--- config.mk ---
export PLATFORM = sky130hd
export DESIGN_NAME = operand_loader
export DESIGN_NICKNAME = d
export VERILOG_FILES = /design/src/rtl/operand_loader.sv
export SDC_FILE = /design/constraint.sdc
export NUM_CORES = 1
export LEC_CHECK = 0
export CAP_MARGIN = 15
export CORE_MARGIN = 2
export CORE_UTILIZATION = 51
export DETAILED_ROUTE_END_ITERATION = 7
export PLACE_DENSITY = 0.95
export REMOVE_ABC_BUFFERS = 1
export SYNTH_ARGS = -nofsm -noshare
export SYNTH_HDL_FRONTEND = slang
export SYNTH_SLANG_ARGS = --single-unit
--- constraint.sdc ---
create_clock -name clk -period 4.6 [get_ports clk]
set_input_delay 0.46 -clock clk [delete_from_list [all_inputs] [get_ports clk]]
set_output_delay 0.46 -clock clk [all_outputs]
set_load 0.02 [all_outputs]
--- src/rtl/operand_loader.sv ---
// Collects (input, weight) pairs into two register banks and presents them as one frame; build with ORDER_SHUFFLE_EN to rotate slot order by a per-frame offset.
// Latency: the frame is on out_valid 1 cycle after its final beat; frame_err comes 1 cycle after the offending beat.
// Backpressure: in_ready drops while a frame is held; the banks clear 1 cycle after out_valid && out_ready.
module operand_loader #(
    parameter int INPUT_SIZE = 10,
    parameter int WIDTH      = 16
) (
    input  logic                        clk,
    input  logic                        rst,
    input  logic                        in_valid,
    output logic                        in_ready,
    input  logic [WIDTH-1:0]            in_data,
    input  logic [WIDTH-1:0]            in_weight,
    input  logic                        in_last,
    output logic                        out_valid,
    input  logic                        out_ready,
    output logic [INPUT_SIZE*WIDTH-1:0] inputs_flat,
    output logic [INPUT_SIZE*WIDTH-1:0] weights_flat,
    output logic                        frame_err
`ifdef ORDER_SHUFFLE_EN
    ,
    input  logic [$clog2(INPUT_SIZE)-1:0] rand_offset
`endif
);

    localparam int OW = $clog2(INPUT_SIZE);
    localparam int CW = $clog2(INPUT_SIZE + 1);
    localparam logic [CW-1:0] LAST_CNT = CW'(INPUT_SIZE - 1);

    typedef enum logic {
        LOAD = 1'b0,
        HOLD = 1'b1
    } state_t;

    state_t          state;
    state_t          state_next;
    logic [CW-1:0]   cnt;
    logic [WIDTH-1:0] in_bank [INPUT_SIZE];
    logic [WIDTH-1:0] w_bank  [INPUT_SIZE];
    logic            accept;
    logic            at_last_slot;
    logic            complete;
    logic            release_frame;
    logic [OW-1:0]   slot_idx;

    assign accept        = in_valid && in_ready;
    assign at_last_slot  = (cnt == LAST_CNT);
    assign complete      = accept && (in_last || at_last_slot);
    assign release_frame = out_valid && out_ready;

`ifdef ORDER_SHUFFLE_EN
    localparam logic [OW:0] SIZE_X = (OW + 1)'(INPUT_SIZE);

    logic [OW-1:0] offset_q;
    logic [OW-1:0] offset_red;
    logic [OW-1:0] offset_use;
    logic [OW:0]   slot_sum;

    // Rotate the beat index by the frame offset; both operands are below
    // INPUT_SIZE so one conditional subtract replaces the modulo.
    always_comb begin
        offset_red = rand_offset;
        if ({1'b0, rand_offset} >= SIZE_X) begin
            offset_red = OW'({1'b0, rand_offset} - SIZE_X);
        end
        offset_use = (cnt == '0) ? offset_red : offset_q;
        slot_sum   = {1'b0, cnt[OW-1:0]} + {1'b0, offset_use};
        if (slot_sum >= SIZE_X) begin
            slot_sum = slot_sum - SIZE_X;
        end
        slot_idx = slot_sum[OW-1:0];
    end

    // Offset is captured on the first beat so it stays fixed for the whole frame.
    always_ff @(posedge clk) begin
        if (rst) begin
            offset_q <= '0;
        end else if (accept && (cnt == '0)) begin
            offset_q <= offset_red;
        end
    end
`else
    // Without shuffling, beat n lands in slot n.
    always_comb begin
        slot_idx = cnt[OW-1:0];
    end
`endif

    // State register.
    always_ff @(posedge clk) begin
        if (rst) begin
            state <= LOAD;
        end else begin
            state <= state_next;
        end
    end

    // Next-state and handshake outputs: accept beats in LOAD, offer the frame in HOLD.
    always_comb begin
        state_next = state;
        in_ready   = 1'b0;
        out_valid  = 1'b0;
        case (state)
            LOAD: begin
                in_ready = 1'b1;
                if (complete) begin
                    state_next = HOLD;
                end
            end
            HOLD: begin
                out_valid = 1'b1;
                if (out_ready) begin
                    state_next = LOAD;
                end
            end
            default: state_next = LOAD;
        endcase
    end

    // Beat counter, banks and the length-violation pulse. Banks clear on
    // release so unwritten slots of a short frame contribute zero.
    always_ff @(posedge clk) begin
        if (rst) begin
            cnt       <= '0;
            frame_err <= 1'b0;
            for (int k = 0; k < INPUT_SIZE; k++) begin
                in_bank[k] <= '0;
                w_bank[k]  <= '0;
            end
        end else begin
            frame_err <= accept && at_last_slot && !in_last;
            if (release_frame) begin
                cnt <= '0;
                for (int k = 0; k < INPUT_SIZE; k++) begin
                    in_bank[k] <= '0;
                    w_bank[k]  <= '0;
                end
            end else if (accept) begin
                cnt               <= cnt + 1'b1;
                in_bank[slot_idx] <= in_data;
                w_bank[slot_idx]  <= in_weight;
            end
        end
    end

    // Flatten the banks; slot k occupies bits [k*WIDTH +: WIDTH].
    for (genvar g = 0; g < INPUT_SIZE; g++) begin : g_flat
        assign inputs_flat[g*WIDTH +: WIDTH]  = in_bank[g];
        assign weights_flat[g*WIDTH +: WIDTH] = w_bank[g];
    end

endmodule

# --- After elaboration in Yosys (flattened, before gate mapping) ---
# Memory sizes are Yosys's and may differ from the RTL's.
# Index checks and enable logic that the tools add are counted.
op_classes:
  reduce_logical: 10
  add_sub_neg: 1
  bitwise: 21
  n_mux: 40
  eq_ne: 1
op_table:
  columns: ["op", "n"]
  rows:
  - ["2-to-1 mux 16 bit", 22]
  - ["OR reduction 16 bit", 2]
  - ["bitwise OR 1 bit", 20]
  - ["2-to-1 mux 1 bit", 15]
  - ["2-to-1 mux 4 bit", 2]
  - ["logical AND 1 bit", 5]
  - ["adder 4 x 1 -> 4 bit (second input constant)", 1]
  - ["equality test 4 bit (second input constant)", 1]
  - ["one-hot mux 1 bit (2 select lines)", 1]
  - ["OR reduction 2 bit", 1]
  - ["zero test 1 bit", 1]
  - ["logical OR 1 bit", 1]
  - ["NOT 1 bit", 1]
word_totals:
  ram_bits: 320
  reg_bits: 6
  inputBits: 37
  elab_cells: 78
  n_memories: 2
memory_table:
  columns: ["memory", "depth", "word_bits", "rd", "rd_clocked_by_memory_dff", "write_ports", "line_no", "rtl"]
  rows:
  - ["in_bank", 10, 16, 10, 0, 10, "38", "logic [WIDTH-1:0] in_bank [INPUT_SIZE];"]
  - ["w_bank", 10, 16, 10, 0, 10, "39", "logic [WIDTH-1:0] w_bank [INPUT_SIZE];"]

# --- Logic depth before layout (Yosys ltp) ---
# Gate-level depths: netlist (run 1).
depth:
  ltp_word: 8
  depth_mapped: 5
  depth_no_buf: 4

# --- Worst setup path after synthesis (run 1) ---
# No wires, ideal clock.
synth_path:
  path_kind: "register -> register"
  startpoint: "reg state"
  endpoint: "mem in_bank[4][0], enable pin"
  setup_time_ns: 0.394
  path_buffers: 1
  arrival_ns: 1.850
  stages_incl_launch_ff: 5
  setup_slack_ns: 2.356
  path_cell_list: "dfxtp_1 > nor3b_2 > buf_6 > and3_4 > nand2b_1"
synth_lines:
  columns: ["item", "line_no", "rtl"]
  rows:
  - ["from (decl)", "35", "state_t state;"]
  - ["from (signal assigned)", "94", "state <= state_next;"]
  - ["to (decl)", "38", null]

==> results of run 1 <==
[stage by stage]
| stage | total power [W] | cells |
|---|---|---|
| 2_1_floorplan | 0.00384 | 696 |
| 3_3_place_gp | 0.00428 | 1381 |
| 3_5_place_dp | 0.00430 | 1381 |
| 4_1_cts | 0.00675 | 1440 |
| 5_1_grt | 0.00690 | 1440 |
| 6_report | 0.00674 | 1440 |
[flip-flops by register name, indices dropped and copies added (netlist names)]
signal	flops
state	1
frame_err	1
in_bank	160
cnt	4
w_bank	160
[metal layers]
metal  part of all wire, %  track usage, %  wire length (µm)
met3                   8.2            5.92              2810
met1                    37            32.5             12800
met5                     0               0                 0
met4                   3.7            9.83              1260
met2                    51            45.5             17400
[final timing paths]
check	end	slack, ns	depth (start not counted)	start
setup reg to reg	w_bank[5][15]$_SDFFCE_PN0P_	1.79	3	state$_SDFF_PP0_
hold reg to reg	cnt[3]$_SDFFE_PP0P_	0.52	2	cnt[3]$_SDFFE_PP0P_
setup / recovery	w_bank[5][15]$_SDFFCE_PN0P_	1.73	4	in_valid
hold / removal	cnt[3]$_SDFFE_PP0P_	0.52	2	cnt[3]$_SDFFE_PP0P_
[critical path, stage by stage]
cell and delay, ns:
clkdlybuf4s50_1 0.50, nor3b_2 0.56, and3_4 0.57, nand2b_2 0.86
[cell usage after synthesis]
cell / count
mux2i_1: 2
nor3b_2: 1
buf_6: 28
a21o_1: 1
clkbuf_2: 3
and2b_1: 1
dfxtp_1: 6
xor2_1: 1
nand3_1: 1
nor2_1: 5
and3_1: 1
nor2b_1: 2
nand4_1: 1
inv_1: 3
ha_1: 5
and3_4: 9
xnor2_1: 1
a2bb2oi_1: 1
nand2_1: 2
o21ai_0: 1
nand3b_1: 1
a21oi_1: 1
and2_1: 320
clkbuf_1: 1
edfxtp_1: 320
nand2b_1: 10
[where the power goes]
group	leakage [nW]	internal [W]	switching, W
Sequential	3.39	0.00343	0.0000668
Combinational	2.49	0.000300	0.000441
Clock	0.477	0.00140	0.00110
[area by class of cell]
type                            instances  area share, %
Inverter                                3         0.0657
Clock inverter                         14          0.431
Clock buffer                           45           5.33
Tap cell                              324           2.36
Sequential cell                       326           56.8
Multi-Input combinational cell        367           14.0
Timing Repair Buffer                  361           21.0
[logic make-up after synthesis]
| family | count (synthesis) |
|---|---|
| compound gates | 4 |
| xor+xnor | 2 |
| fa+ha+maj | 5 |
| buf+inv | 35 |
| flops | 326 |
| mux | 2 |
| simple gates | 354 |
==> reports/summary.txt, run 1 <==
Setup CP Type = in -> reg
Worst setup margin = 1.73 ns
Largest net degree at the start of global routing = 34
CTS Buffer Depth = 3
Drt wl/cell = 23.8 µm
Top cell type's share of synthesized area = 77.2%
Startpoint types = input pin
DR vias/cell = 5.31
Leak Pwr = 6.36 nW
Core area = 0.0242 mm²
Status = finished, final reports clean
Global route total overflow = 0
Clock sink total = 326
Die height = 160 µm
Post-CTS sizing = 0
Starting Density = 51.5%
Synth unique cells = 26
Share of cells above drive strength 1 = 5.65%
Fin nets = 1135
Peak supply drop = 0.243 mV
CTS tree = built
Area grow syn2layout = 37.7%
# Post-CTS Setup Buffers = 0
Most common cell after layout, fill and taps aside = clkdlybuf4s50_1
Clk root buf = clkbuf_16
Hpwl dp = 21.9 mm
Number of global-route vias before repair = 7615
Final Setup Violations = 0
Detailed Routing Iterations Pass 1 = 5
Initial DRC Count = 691
Clk slew on worst S/H paths = 0.06 ns
Setup TNS = 0 ns
Post-CTS Hold Buffers = 0
Cells after Synth = 728
Fmax = 348 MHz
#FFs+latches synth = 326
Worst hold-check path type = reg -> reg
Core Util, Final = 70.9%
Total GRT Usage = 26.3%
Synth Cell Area = 0.0125 mm²
Setup WS pre-CTS = 1.22 ns
First-pass GRT wire length = 49.1 mm
Ranking of synthesized cells by area = edfxtp_1, and2_1, buf_6
Wirelength, routed = 34.3 mm
Placed cell area = 0.0162 mm²
Unrepaired setup endpoints after global routing = no
Die width = 160 µm
Mean Syn Cell Area = 17.1 µm²
CTS Buf Count = 34
Htree depth = 2
Max Clock Skew = 0.00918 ns
Post-Synth Simple-Gate Area = 18.1%
Crit-path max FO = 33
Count of final hold-check violations = 0
Pwr dens = 393 mW/mm²
Io pins = 360
Register area = 0.00973 mm²
Crit path time final = 2.87 ns
Hold slack final = 0.525 ns
Multi-input gate area = 0.00240 mm²
Final Cycle Share = 62.5%
Worst Max-Slew Pin Slew = 1.07 ns
Synth area leader = edfxtp_1
Fin area = 0.0171 mm²
Port Buf Inserts = 359
Die Area = 0.0257 mm²
Post-synthesis compound-gate area fraction = 0.211%
Diode count = 0
Final RePlAce weighted congestion = 0.816
Crit path DAT = 2.99 ns
Post-route DRC = 0
Post-synthesis adder-cell area fraction = 0.502%
Post-synthesis xor/xnor area fraction = 0.141%
Std-Cell Rows = 57
Fillers = 1424
Synth warn = 0
Initial antenna violation count = 0
Vias = 7647
Post-DRT Antenna Nets = 0
Mux cell area share after synthesis = 0.161%
Main combinational cell family by area after synthesis = simple AND/OR/NAND/NOR gates
Worst-Skew Late Latency = 0.50 ns
Final Slew Violations = 0
Seq/Total Area, Yosys = 78.1%
Maxcap violations = 0
Crit path capture type = flip-flop
Commonest cells after routing, fill and taps aside = clkdlybuf4s50_1, and2_1, edfxtp_1
Req. time, crit path = 4.72 ns
Slew headroom = 28.8%
(Power assumes the default switching activity.)
==> run 2: changes to the inputs <==
CORE_UTILIZATION = 43   (was 51)
PLACE_DENSITY = 0.88   (was 0.95)
clock period = 2.44 ns   (was 4.6 ns; I/O delays follow)
==> reports/summary.txt, run 2 (synthesized netlist as in run 1, its figures left out) <==
Final Slew Violations = 0 (unchanged)
Core Util, Final = 61.5% (-9.4 points)
Hpwl dp = 22.2 mm (+1.5%)
CTS Buf Count = 34 (unchanged)
Crit-path max FO = 7 (-79%)
Crit path capture type = primary output
Wirelength, routed = 34.5 mm (+0.50%)
Setup WS pre-CTS = 0.316 ns (-0.900 ns)
Critical path, cell by cell = clkdlybuf4s50_1
Diode count = 0 (unchanged)
Critical path buffer and inverter count = 1 (unchanged)
Post-CTS sizing = 0 (unchanged)
Area grow syn2layout = 41.3%
First-pass GRT wire length = 50.1 mm (+1.9%)
Placed cell area = 0.0165 mm² (+2.2%)
Crit path time final = 1.85 ns
Worst Max-Slew Pin Slew = 0.479 ns (-0.588 ns)
End of the critical path = out_valid
Worst setup margin = 0.595 ns (-1.13 ns)
Top cell family by delay on the critical path = buffers and inverters
Worst-Skew Late Latency = 0.50 ns (about the same)
Commonest cells after routing, fill and taps aside = clkdlybuf4s50_1, and2_1, edfxtp_1
Number of global-route vias before repair = 7736 (+1.6%)
Crit path DAT = 1.60 ns (-1.39 ns)
CP startpoint = state$_SDFF_PP0_
Leak Pwr = 6.58 nW (+3.4%)
CTS Buffer Depth = 3 (unchanged)
Count of final hold-check violations = 0 (unchanged)
Clk slew on worst S/H paths = 0.06 ns (about the same)
Reg2reg path depth = 5 (+2)
DR vias/cell = 4.94 (-6.9%)
Core area = 0.0286 mm² (+18%)
Global route total overflow = 0 (unchanged)
Die width = 174 µm (+8.7%)
Share of cells above drive strength 1 = 8.33% (+2.7 points)
Fmax = 542 MHz
Post-DRT Antenna Nets = 0 (unchanged)
Inst Count DP = 1467 (+6.2%)
Hold path depth = 2 (unchanged)
Slew headroom = 68.1% (+39 points)
Worst r2r dst = w_bank[9][14]$_SDFFCE_PN0P_
Initial DRC Count = 669 (-3.2%)
CTS tree = built
Detailed Routing Iterations Pass 1 = 5 (unchanged)
Clk root buf = clkbuf_16
Worst r2r src = state$_SDFF_PP0_
Largest regs = in_bank (160), w_bank (160), cnt (4)
Starting Density = 43.5% (-8.0 points)
Port Buf Inserts = 359 (unchanged)
Reg2reg setup slack = 0.64 ns (-1.15 ns)
Pwr dens = 744 mW/mm² (+89%)
Critical-path top delay cell = clkdlybuf4s50_1
Largest net degree at the start of global routing = 33 (-2.9%)
Worst hold-check path type = in -> reg
Total GRT Usage = 22.4% (-3.8 points)
Std-Cell Rows = 62 (+8.8%)
# Post-CTS Setup Buffers = 0 (unchanged)
Status = finished, final reports clean
Max incr delay on CP = 0.65 ns (-0.21 ns)
Io pins = 360 (unchanged)
Fin nets = 1161 (+2.3%)
Setup CP Type = reg -> out
Peak supply drop = 0.536 mV (+120%)
Final RePlAce weighted congestion = 0.761 (-6.7%)
Finished Layout Cells = 1525 (+5.9%)
Unrepaired setup endpoints after global routing = no
Maxcap violations = 0 (unchanged)
Clock sink total = 326 (unchanged)
Max Clock Skew = 0.0186 ns (+0.00946 ns)
Htree depth = 2 (unchanged)
Final Setup Violations = 0 (unchanged)
Post-route DRC = 0 (unchanged)
Fin area = 0.0176 mm² (+2.7%)
Startpoint types = flip-flop
Drt wl/cell = 22.6 µm (-5.1%)
Die Area = 0.0303 mm² (+18%)
Vias = 7537 (-1.4%)
Post-CTS Hold Buffers = 0 (unchanged)
Crit path depth = 1 (-3)
Die height = 174 µm (+8.7%)
Most common cell after layout, fill and taps aside = clkdlybuf4s50_1
Initial antenna violation count = 0 (unchanged)
Final Cycle Share = 75.6%
Req. time, crit path = 2.20 ns (-2.52 ns)
run 2: cell count changes in the layout (fill, tap and decap cells not counted):
cell        delta
clkbuf_1       -1
buf_4         +19
inv_6          -2
clkinv_4       +1
clkinv_1       -6
buf_12         +7
bufinv_16      +4
clkinvlp_4     -1
clkinv_2       +4
run 2: worst min-delay path by stage:
stage                         from                    to
3_5_place_dp   cnt[3]$_SDFFE_PP0P_   cnt[3]$_SDFFE_PP0P_
6_report                   in_last  frame_err$_SDFF_PP0_
2_1_floorplan              in_last  frame_err$_SDFF_PP0_
3_3_place_gp   cnt[3]$_SDFFE_PP0P_   cnt[3]$_SDFFE_PP0P_
5_1_grt                    in_last  frame_err$_SDFF_PP0_
4_1_cts                    in_last  frame_err$_SDFF_PP0_
run 2: stage by stage:
stage / total power [W] / setup TNS [ns] / hold WS, ns
final: 0.0131 / 0 / 0.335
after global routing: 0.0135 / 0 / 0.348
after CTS: 0.0132 / 0 / 0.320
after detailed placement: 0.00816 / 0 / 0.495
after global placement: 0.00811 / 0 / 0.487
after floorplan: 0.00724 / -24.31 / 0.316
run 2: per-layer routing:
layer	routed length (µm)	up-vias	share of wire, %	track usage, %
met5	0	-	0	0
met3	3040	63	8.8	5.91
met1	13600	3751	39	28.8
li1	-	3317	-	-
met2	17000	406	49	37.9
met4	854	0	2.5	6.37
run 2: final cells by class:
cell class,instances,area [µm²]
inverters,3,11.3
well taps,384,480
clock inverters,14,175
multi-input cells,367,2400
clock buffers,44,910
repair buffers,387,3890
fillers,2022,11000
flip-flops and latches,326,9730
run 2: power by group:
part	switching, W	total (W)	internal (W)
logic	0.000851	0.00147	0.000618
clock network	0.00201	0.00506	0.00306
registers	0.000107	0.00657	0.00646
total	0.00296	0.0131	0.0101
==> run 3: changes to the inputs <==
clock period = 1.5 ns   (was 2.44 ns; I/O delays follow)
==> reports/summary.txt, run 3 (synthesized netlist as in run 1, its figures left out) <==
CTS Buffer Depth = 3 (unchanged)
Unrepaired setup endpoints after global routing = yes
Combinational share of power = 11.4% (+0.2 points)
Die Area = 0.0303 mm² (unchanged)
Status = finished with violations
Reg2reg path depth = 5 (unchanged)
Largest net degree at the start of global routing = 33 (unchanged)
Setup CP Type = reg -> out
Count of final hold-check violations = 0 (unchanged)
Internal = 0.0163 W (+61%)
Global route total overflow = 0 (unchanged)
Peak supply drop = 0.663 mV (+24%)
Clock Power Share = 38.2% (-0.5 points)
Critical path, cell by cell = clkdlybuf4s50_1
Req. time, crit path = 1.35 ns (-0.85 ns)
Worst Max-Slew Pin Slew = 0.499 ns (+0.0199 ns)
Crit-path max FO = 1 (-6)
Io pins = 360 (unchanged)
Std-Cell Rows = 62 (unchanged)
Worst hold-check path type = in -> reg
Commonest cells after routing, fill and taps aside = and2_1, edfxtp_1, dlymetal6s2s_1
Violated checks = setup timing
HP Start = in_last
PnR Total Power = 0.0212 W (+62%)
Crit path capture type = primary output
Fillers = 1880 (-7.0%)
Core area = 0.0286 mm² (unchanged)
Die width = 174 µm (unchanged)
Post-DRT Antenna Nets = 0 (unchanged)
Critical path buffer and inverter count = 1 (unchanged)
Inst Count DP = 1494 (+1.8%)
CP startpoint = w_bank[8][1]$_SDFFCE_PN0P_
First-pass GRT wire length = 50.4 mm (+0.63%)
Final Setup Violations = 470 (+470)
Post-route DRC = 0 (unchanged)
Largest regs = in_bank (160), w_bank (160), cnt (4)
Worst r2r dst = w_bank[9][7]$_SDFFCE_PN0P_
Crit path DAT = 1.47 ns (-0.13 ns)
Top cell family by delay on the critical path = buffers and inverters
Hpwl dp = 24.2 mm (+9.0%)
Sw power = 0.00489 W (+65%)
Worst r2r src = state$_SDFF_PP0_
Clk root buf = clkbuf_16
Crit path depth = 1 (unchanged)
Total GRT Usage = 22.7% (+0.29 points)
Max incr delay on CP = 0.63 ns (-0.02 ns)
Max Clock Skew = 0.0108 ns (-0.00782 ns)
Diode count = 0 (unchanged)
Vias = 7804 (+3.5%)
Leak Pwr = 8.96 nW (+36%)
Area grow syn2layout = 48.1%
Maxcap violations = 0 (unchanged)
Clk slew on worst S/H paths = 0.06 ns (about the same)
Fin nets = 1195 (+2.9%)
Reg2reg setup slack = -0.10 ns (-0.74 ns)
Net Sw Frac = 23.1% (+0.43 points)
Pwr dens = 1150 mW/mm² (+54%)
Number of global-route vias before repair = 8009 (+3.5%)
Htree depth = 2 (unchanged)
Finished Layout Cells = 1561 (+2.4%)
Initial antenna violation count = 3 (+3)
Critical-path top delay cell = clkdlybuf4s50_1
Final Slew Violations = 0 (unchanged)
Crit path time final = 1.62 ns
Fmax = 616 MHz
DR vias/cell = 5.00 (+1.2%)
Drt wl/cell = 23.3 µm (+2.9%)
Seq pwr share = 50.4% (+0.3 points)
Share of cells above drive strength 1 = 11.5% (+3.1 points)
Worst setup margin = -0.122 ns (-0.717 ns)
CTS Buf Count = 34 (unchanged)
Initial DRC Count = 815 (+22%)
Startpoint types = flip-flop
Worst-Skew Late Latency = 0.49 ns (about the same)
Detailed Routing Iterations Pass 1 = 5 (unchanged)
Clock sink total = 326 (unchanged)
CTS tree = built
End of the critical path = weights_flat[129]
Slew headroom = 66.6% (-1.4 points)
Starting Density = 43.5% (unchanged)
Final Cycle Share = 108%
Wirelength, routed = 36.3 mm (+5.3%)
Port Buf Inserts = 359 (unchanged)
Final RePlAce weighted congestion = 0.791 (+3.8%)
Die height = 174 µm (unchanged)
==> run 3: changes by cell type in the layout (fill, tap and decap cells not counted), sizes merged, moves of 2 or more <==
| cell | before | now |
|---|---|---|
| clkdlybuf4s50 | 359 | 101 |
| dlymetal6s2s | 0 | 141 |
| dlygate4sd2 | 0 | 117 |
| buf | 28 | 61 |
| clkinv | 9 | 13 |
| bufinv | 4 | 2 |
==> run 3: layout make-up <==
| cell class | instances | area, µm² | area share (%) |
|---|---|---|---|
| Inverter | 3 | 11.3 | 0.0611 |
| Multi-Input combinational cell | 368 | 2480 | 13.4 |
| Tap cell | 384 | 480 | 2.61 |
| Clock inverter | 16 | 124 | 0.672 |
| Clock buffer | 44 | 952 | 5.16 |
| Sequential cell | 326 | 9730 | 52.8 |
| Timing Repair Buffer | 420 | 4660 | 25.3 |
==> run 3: metrics by stage <==
step	setup slack (ns)	utilization (%)	TNS, ns	cell area (µm²)	hold WS, ns
detailed placement	-0.531	59.3	-254.99	17000	0.492
global route	-0.143	64.4	-49.84	18400	0.249
floorplan	-1.21	-	-325.85	12100	0.222
CTS	-0.137	62.7	-52.47	18000	0.243
global placement	-0.435	59.3	-212.06	17000	0.482
finish	-0.122	64.4	-27.55	18400	0.254
==> run 3: routing by layer <==
| layer | track usage [%] | part of all wire, % |
|---|---|---|
| met4 | 7.32 | 3.0 |
| met3 | 5.18 | 8.6 |
| met2 | 38.5 | 50 |
| met1 | 29.1 | 38 |
| met5 | 0 | 0.019 |
==> run 3: worst min-delay path by stage <==
stage / endpoint / slack (ns) / cells after the start
3_5_place_dp: cnt[3]$_SDFFE_PP0P_ / 0.49 / 2
5_1_grt: frame_err$_SDFF_PP0_ / 0.25 / 2
6_report: frame_err$_SDFF_PP0_ / 0.25 / 2
2_1_floorplan: frame_err$_SDFF_PP0_ / 0.22 / 1
3_3_place_gp: cnt[3]$_SDFFE_PP0P_ / 0.48 / 2
4_1_cts: frame_err$_SDFF_PP0_ / 0.24 / 2
==> run 3: repair_timing <==
action / CTS / global route
hold buffers: 0 / 0
setup endpoints to repair: 905 / 845
pin swaps: 1 / 2
setup buffers: 0 / 6
gates resized for setup: 131 / 150
cloned: 0 / 1
==> run 3: power groups by stage <==
stage / Clock, W / Sequential, W / Combinational [W]
finish: 0.00809 / 0.0107 / 0.00242
global route: 0.00856 / 0.0107 / 0.00252
detailed placement: 0 / 0.0109 / 0.00255
floorplan: 0 / 0.0115 / 0.000289
CTS: 0.00819 / 0.0107 / 0.00245
global placement: 0 / 0.0109 / 0.00249
